## src/rtl/exec_stage_mc.sv

```systemverilog
// Execute stage: single-cycle ALU and address generation, an iterative
// shift-add multiplier, and an output register that holds under backpressure.
module exec_stage_mc #(
  parameter int XLEN       = 32,
  parameter int MUL_STEP   = 4,
  parameter int REG_ADDR_W = 5
) (
  input  logic                  clk,
  input  logic                  rst,
  input  logic                  flush,
  input  logic                  in_valid,
  output logic                  in_ready,
  input  logic [XLEN-1:0]       in_src1,
  input  logic [XLEN-1:0]       in_src2,
  input  logic [XLEN-1:0]       in_imm,
  input  logic [2:0]            in_func3,
  input  logic [6:0]            in_func7,
  input  logic                  in_is_r,
  input  logic                  in_is_i,
  input  logic                  in_is_mul,
  input  logic                  in_is_load,
  input  logic                  in_is_store,
  input  logic [REG_ADDR_W-1:0] in_dst_reg,
  output logic                  out_valid,
  input  logic                  out_ready,
  output logic [XLEN-1:0]       out_result,
  output logic [REG_ADDR_W-1:0] out_dst_reg,
  output logic                  out_is_load,
  output logic                  out_is_store,
  output logic                  out_reg_data_ready,
  output logic                  out_illegal,
  output logic                  busy
);

  localparam int MUL_ITERS = XLEN / MUL_STEP;
  localparam int CNT_W     = $clog2(MUL_ITERS + 1);
  localparam int SHW       = $clog2(XLEN);

  typedef enum logic {S_IDLE, S_MUL} state_t;

  state_t                state, state_next;
  logic                  out_free, accept, is_mem, mul_start, mul_done;
  logic [XLEN-1:0]       op2, alu_res, single_res;
  logic [SHW-1:0]        shamt;
  logic                  single_illegal, single_rdr;
  logic                  neg1, neg2;
  logic [XLEN-1:0]       mag1, mag2;
  logic [2*XLEN-1:0]     mcand_sh, acc, pp, acc_next, mul_fin, mul_signed;
  logic [XLEN-1:0]       mplier;
  logic [CNT_W-1:0]      cnt;
  logic                  mul_neg, mul_hi, last_iter, saturated;
  logic [REG_ADDR_W-1:0] mul_dst;
  logic                  unused_func7;

  assign unused_func7 = ^{in_func7[6], in_func7[4:0]};

  assign out_free  = !out_valid || out_ready;
  assign in_ready  = (state == S_IDLE) && out_free && !flush;
  assign accept    = in_valid && in_ready;
  assign is_mem    = in_is_load || in_is_store;
  assign mul_start = accept && in_is_mul && !is_mem && !in_func3[2];
  assign busy      = (state == S_MUL);

  assign op2   = (in_is_i || is_mem) ? in_imm : in_src2;
  assign shamt = op2[SHW-1:0];

  // Single-cycle integer ALU selected by funct3.
  always_comb begin
    alu_res = '0;
    case (in_func3)
      3'b000: begin
        if (in_is_r && in_func7[5]) alu_res = in_src1 - op2;
        else                        alu_res = in_src1 + op2;
      end
      3'b001: alu_res = in_src1 << shamt;
      3'b010: alu_res = {{(XLEN-1){1'b0}}, ($signed(in_src1) < $signed(op2))};
      3'b011: alu_res = {{(XLEN-1){1'b0}}, (in_src1 < op2)};
      3'b100: alu_res = in_src1 ^ op2;
      3'b101: begin
        if (in_func7[5]) alu_res = $signed(in_src1) >>> shamt;
        else             alu_res = in_src1 >> shamt;
      end
      3'b110: alu_res = in_src1 | op2;
      default: alu_res = in_src1 & op2;
    endcase
  end

  // Result and flags for anything that completes in one cycle.
  always_comb begin
    single_illegal = in_is_mul && !is_mem && in_func3[2];
    if (is_mem)              single_res = in_src1 + in_imm;
    else if (single_illegal) single_res = '0;
    else                     single_res = alu_res;
    single_rdr = (in_is_r || in_is_i || in_is_mul) && !is_mem && !single_illegal;
  end

  // Operand magnitudes; the product sign is reapplied at completion.
  always_comb begin
    neg1 = (in_func3[1:0] != 2'b11) && in_src1[XLEN-1];
    neg2 = !in_func3[1] && in_src2[XLEN-1];
    mag1 = neg1 ? (~in_src1 + 1'b1) : in_src1;
    mag2 = neg2 ? (~in_src2 + 1'b1) : in_src2;
  end

  // Partial products for the MUL_STEP multiplier bits retired this cycle.
  always_comb begin
    pp = '0;
    for (int unsigned k = 0; k < MUL_STEP; k++) begin
      if (mplier[k]) pp = pp + (mcand_sh << k);
    end
    acc_next   = acc + pp;
    last_iter  = (state == S_MUL) && (cnt == CNT_W'(MUL_ITERS - 1));
    saturated  = (state == S_MUL) && (cnt == CNT_W'(MUL_ITERS));
    // A result parked while the output was busy is already in acc.
    mul_fin    = saturated ? acc : acc_next;
    mul_signed = mul_neg ? (~mul_fin + 1'b1) : mul_fin;
    mul_done   = (last_iter || saturated) && out_free && !flush;
  end

  // Multiplier FSM state register.
  always_ff @(posedge clk or negedge rst) begin
    if (!rst) state <= S_IDLE;
    else      state <= state_next;
  end

  // Multiplier FSM next state: flush wins over completion.
  always_comb begin
    state_next = state;
    case (state)
      S_IDLE:  if (mul_start) state_next = S_MUL;
      S_MUL:   if (flush || mul_done) state_next = S_IDLE;
      default: state_next = S_IDLE;
    endcase
  end

  // Multiplier datapath: shift-add, counter saturates at MUL_ITERS.
  always_ff @(posedge clk or negedge rst) begin
    if (!rst) begin
      mcand_sh <= '0;
      mplier   <= '0;
      acc      <= '0;
      cnt      <= '0;
      mul_neg  <= 1'b0;
      mul_hi   <= 1'b0;
      mul_dst  <= '0;
    end else if (mul_start) begin
      mcand_sh <= {{XLEN{1'b0}}, mag1};
      mplier   <= mag2;
      acc      <= '0;
      cnt      <= '0;
      mul_neg  <= neg1 ^ neg2;
      mul_hi   <= (in_func3[1:0] != 2'b00);
      mul_dst  <= in_dst_reg;
    end else if ((state == S_MUL) && !saturated) begin
      mcand_sh <= mcand_sh << MUL_STEP;
      mplier   <= mplier >> MUL_STEP;
      acc      <= acc_next;
      cnt      <= cnt + 1'b1;
    end
  end

  // Output register: load, hold under backpressure, clear on handshake/flush.
  always_ff @(posedge clk or negedge rst) begin
    if (!rst) begin
      out_valid          <= 1'b0;
      out_result         <= '0;
      out_dst_reg        <= '0;
      out_is_load        <= 1'b0;
      out_is_store       <= 1'b0;
      out_reg_data_ready <= 1'b0;
      out_illegal        <= 1'b0;
    end else if (flush) begin
      out_valid <= 1'b0;
    end else if (accept && !mul_start) begin
      out_valid          <= 1'b1;
      out_result         <= single_res;
      out_dst_reg        <= in_dst_reg;
      out_is_load        <= in_is_load;
      out_is_store       <= in_is_store;
      out_reg_data_ready <= single_rdr;
      out_illegal        <= single_illegal;
    end else if (mul_done) begin
      out_valid          <= 1'b1;
      out_result         <= mul_hi ? mul_signed[2*XLEN-1:XLEN] : mul_signed[XLEN-1:0];
      out_dst_reg        <= mul_dst;
      out_is_load        <= 1'b0;
      out_is_store       <= 1'b0;
      out_reg_data_ready <= 1'b1;
      out_illegal        <= 1'b0;
    end else if (out_valid && out_ready) begin
      out_valid <= 1'b0;
    end
  end

endmodule

```

## config.mk

```make
export PLATFORM = sky130hd
export DESIGN_NAME = exec_stage_mc
export DESIGN_NICKNAME = d
export VERILOG_FILES = /design/src/rtl/exec_stage_mc.sv
export SDC_FILE = /design/constraint.sdc
export NUM_CORES = 2
export LEC_CHECK = 0
export BUFFER_PORTS_ARGS = -buffer_cell sky130_fd_sc_hd__clkbuf_2
export CAP_MARGIN = 30
export CORE_MARGIN = 2
export CORE_UTILIZATION = 30
export DETAILED_ROUTE_END_ITERATION = 10
export HOLD_SLACK_MARGIN = 0.03
export PLACE_DENSITY = 0.48
export SLEW_MARGIN = 30
export SYNTH_ARGS = -nofsm -noshare
export SYNTH_HDL_FRONTEND = slang
export SYNTH_SLANG_ARGS = --single-unit
```

## constraint.sdc

```tcl
create_clock -name clk -period 14.1 [get_ports clk]
set_input_delay 1.41 -clock clk [delete_from_list [all_inputs] [get_ports clk]]
set_output_delay 1.41 -clock clk [all_outputs]
set_load 0.05 [all_outputs]
```

* Word-level counts from Yosys, hierarchy flattened
Cells that the tools add are included.
** Cells by class
- Multipliers :: 0
- Divide/modulo/power cells :: 0
- $lt $le $gt $ge :: 2
- Add/subtract/negate cells :: 11
- Shift operators :: 3
- Reduce and logical (&&, ||, !) cells :: 41
- Bitwise gates (word level) :: 9
- Equal/unequal tests :: 9
- Muxes and demuxes :: 40
** Operator list (count)
- $mux 64 :: 10
- $mux 32 :: 12
- $add 64x64->64 :: 4
- $pmux 32 s7 :: 1
- $add 32x1->32 const B :: 2
- $add 32x32->32 :: 2
- $add 64x1->64 const B :: 1
- $lt 32x32->1 :: 2
- $not 32->32 :: 2
- $not 64->64 :: 1
- $and 32x32->32 :: 1
- $or 32x32->32 :: 1
- $shl 32x5->32 :: 1
- $shr 32x5->32 :: 1
- $sshr 32x5->32 :: 1
- $sub 32x32->32 :: 1
- $xor 32x32->32 :: 1
- $logic_and 1x1->1 :: 20
- $mux 1 :: 12
- $mux 5 :: 2
- $eq 3x3->1 const B :: 3
- $logic_not 1->1 :: 8
- $mux 4 :: 2
- $logic_or 1x1->1 :: 7
- 13 further kinds :: 17
** Word-level totals
- Bits in latches :: 0
- Word-level logic and storage cells :: 130
- Output and inout port bits :: 44
- Memory bits (writable) :: 0
- Input bits :: 121
- ROM bits :: 0
- Flip-flop bits (word level) :: 214
- Memories :: 0

* Depth between registers and ports, before layout
- Depth in word-level cells :: 15
- Gate-level depth with buffers :: 64
- Mapped depth without buffers :: 56

* Worst setup path before layout
No wires, ideal clock.
- Path kind :: reg2reg
- Start point :: register mplier[0]
- End point :: register out_result[25]
- Setup time :: 120 ps
- Path slack :: 2163 ps
- Clock period less this slack :: 11937 ps
- Buffers on the path :: 9
- Stages on the path, launching flop included :: 56
- Arrival :: 11817 ps
- Data required time :: 13980 ps
- Cells stage by stage :: dfrtp_1 -> buf_4 -> buf_2 -> buf_2 -> buf_2 -> buf_2 -> buf_1 -> clkbuf_1 -> clkbuf_1 -> nand2_1 -> inv_1 -> ha_1 -> inv_1 -> fa_1 -> o311ai_1 -> o22ai_1 -> or2_2 -> a2bb2oi_1 -> (+20 left out) -> a31oi_1 -> xnor2_1 -> mux2_2 -> ha_1 -> clkbuf_1 -> nand2_1 -> o21ai_0 -> a21oi_1 -> and2_1 -> and4_1 -> o21ai_1 -> a31oi_1 -> nor4_4 -> nand4_2 -> nor3_4 -> nand3_2 -> or3_1 -> and4_1
** Between the ends
- Cells in the longest elaborated chain, start to end :: 15
** Ends and longest elaborated chain
- from (decl) :: line 49 : logic [XLEN-1:0] mplier;
- from (signal assigned) :: line 148 : mplier <= mag2;
- from (signal assigned) :: line 156 : mplier <= mplier >> MUL_STEP;
- $mux 64 * :: line 109 : if (mplier[k]) pp = pp + (mcand_sh << k);
- $add 64x64->64 :: line 109
- $mux 64 * :: line 109
- $add 64x64->64 :: line 109
- $mux 64 * :: line 109
- $add 64x64->64 :: line 109
- $mux 64 * :: line 109
- $add 64x64->64 * :: line 111 : acc_next = acc + pp;
- $mux 64 * :: line 115 : mul_fin = saturated ? acc : acc_next;
- $not 64->64 :: line 116 : mul_signed = mul_neg ? (~mul_fin + 1'b1) : mul_fin;
- $add 64x1->64 :: line 116
- $mux 64 * :: line 116
- $mux 32 * :: line 184 : out_result <= mul_hi ? mul_signed[2*XLEN-1:XLEN] : mul_signed[XLEN-1:0];
- $mux 32 * :: line 182 : end else if (mul_done) begin
- $mux 32 * :: line 174 : end else if (accept && !mul_start) begin
- to (signal assigned) :: line 176 : out_result <= single_res;
- to (signal assigned) :: line 184
- to (decl) :: line 26 : output logic [XLEN-1:0] out_result,
Every way passes the cells marked *; elsewhere a longest branch is shown, timed or not. The select of a mux whose other input is x is not followed.
A chain may end at the register's enable or synchronous reset.

* Worst setup path after layout
- Start point :: register mplier[0]
- End point :: register out_result[21]
The elaborated chain is that of the path after synthesis.

==> flow_summary.ini <==
[die]
dieArea_sq_mm = 0.145
initial_core_util_pct = 30.1
coreArea_sq_mm = 0.141
num_io_pins = 165
dieWidth_um = 380
rows = 138
fp.dieH_um = 380

[drt]
vias_per_cell = 5.93
drc = 0
met1_length_mm = 85.1
avgRoutedWirePerCell_um = 25.1
drt-pass1-iter-count = 6
drtAntennaViolNets = 0
drtIter0Drc = 3935
routed.top_layer = met5
dr_wl_met3_mm = 9.63
vias = 46456
drt-total-wl_mm = 196
route.met2.wl_mm = 92.5

[cells_and_area]
final_layout_size_suffix_gt1_share_pct = 9.47
area_growth_pct = 8.46
layout.nets = 6422
reg_top3 = acc (64), mcand_sh (64)

[clock_network]
ctsHtreeMaxLevel = 2
cts_buffer_depth = 3
cts_setup_buffers = 0
cts.clk_slew.worst_paths_ns = 0.06
clock_latency_ns = 0.62
cts_tree = built
holdBufCountCts = 0
clock_tree.root_cell = clkbuf_16
cts_num_sinks = 214
cts_buffers = 35

[global_route]
grt_usage_pct = 26.0
antenna_found_initial = 13
globalRoute.totalOverflow = 0
grt_pass1_vias = 44091
grt_max_degree = 122
grt_pass1_wl_mm = 291

[critical_path]
criticalPathCategory = reg -> reg
crit_required_ns = 14.56
critPathTopFamily = compound AO/OA/AOI/OAI gates
crit_cells = 47
worstPathMaxFanout = 21
startpoint_type = flop
cpMostUsedCell = ha_1
endpoint_kind = flop
cp.buffers_inverters = 2
r2r_cells = 47
cp.arrival_ns = 13.46
critPathSlowestCell = a2111oi_1
max_stage_delay_ns = 0.69

[worst_hold_path]
holdPathStages = 2
min_path_type = reg -> reg

[logic_synthesis]
netlist_instances = 6024
ys_types = 122
yosysSeqAreaShare_pct = 12.6
ys_warn_count = 0
avgSynthCellArea_sq_um = 7.06
ys_top_cells_by_count = 672 x nand2_1, 576 x o21ai_0, 568 x a21oi_1
async_flop_share_pct = 100
synth-main-ff-cell = dfrtp_1
ys_ff_latch = 214
synth_fp_nets = 6537
synth_area_sq_mm = 0.0425
synth-edff-count = 0
yosys.area.top_type_share_pct = 12.6
synth_area_leaders = dfrtp_1 13%, ha_1 11%, o21ai_0 6.8%
yosysTopAreaCell = dfrtp_1
yosysMostFrequentCell = nand2_1

[sta]
fmax_mhz = 76.9
post-route-period-util_pct = 92.2
slew_violations = 0
setup_tns_ns = 0
final-setup-viol-count = 0
rsz0062_at_grt = no
period_needed_ns = 13.00
hold_viol_final = 0
finClkSkew_ns = 0.0310
maxSlewHeadroom_pct = 27.0
worst_pin_slew_ns = 1.08

[outcome]
status = complete, no violations

[place]
place.gp.congestion = 0.998
port_buffers = 158
dp_hpwl_mm = 156

[run]
maxCapViolCount = 0
cell type report:
class | instances | area, sq um
sequential | 214 | 5370
clock inverter | 22 | 263
clock buffer | 41 | 928
antenna | 6 | 15.0
tap | 1890 | 2360
multi-input combinational | 5197 | 34900
timing repair buffer | 236 | 1420
inverter | 225 | 845
fill | 15431 | 95000
per-layer routing:
layer,track usage (%),vias to the layer above
met1,33.5,22555
met5,0,-
met4,11.1,12
met2,43.9,1482
met3,2.89,293
li1,-,22114
worst reg2reg max path, delay by kind of cell, from the launching register on:
family / cells / cell delay (ns)
XOR/XNOR: 4 / 0.74
adder cells (fa/ha/maj): 5 / 1.61
flip-flops: 1 / 0.57
buffers and inverters: 2 / 0.12
AO/OA/AOI/OAI: 18 / 5.81
multiplexers: 1 / 0.28
AND/OR/NAND/NOR: 17 / 3.72
kinds of logic after synthesis:
family                   after synthesis  synth area share, %
XOR/XNOR                             358                 7.46
AND/OR/NAND/NOR                     1974                 22.1
adder cells (fa/ha/maj)              392                 11.7
multiplexers                         247                 6.82
AO/OA/AOI/OAI                       2226                 33.7
flip-flops                           214                 12.6
buffers and inverters                613                 5.63
layout by cell type (no fill, tap or decap), drive strengths merged, types with 165 or more instances in the layout:
cell type,instances
nand3,165
inv,224
a21oi,577
xnor2,221
nand2,674
clkbuf,198
dfrtp,214
nor2,496
o21ai,609
ha,385
timing repair:
action / in CTS / in global routing
resized for setup: 0 / 3
hold endpoints to repair: 0 / 0
setup endpoints to repair: 0 / 6
stage by stage:
stage | hold WS, ns | std cells | util [%] | setup slack [ns] | instance area, sq um
2_1_floorplan | 0.439 | 6024 | - | 2.16 | 42500
3_3_place_gp | 0.459 | 7761 | 31.8 | 1.15 | 44900
3_5_place_dp | 0.462 | 7762 | 31.8 | 1.11 | 44900
4_1_cts | 0.474 | 7825 | 32.7 | 1.09 | 46100
5_1_grt | 0.507 | 7830 | 32.7 | 0.0104 | 46100
6_report | 0.469 | 7831 | 32.7 | 1.10 | 46100
final timing paths:
check,slack [ns],to,start
max in group asynchronous,11.75,mplier[15],rst
hold reg to reg,0.47,mplier[31],mplier[31]
setup / recovery,1.10,out_result[21],mplier[0]
setup reg to reg,1.10,out_result[21],mplier[0]
hold / removal,0.47,mplier[31],mplier[31]
min in group asynchronous,0.87,mcand_sh[38],rst
Power is not shown: default switching activity piles up to over one toggle a cycle in this logic, so the estimate is an artifact.
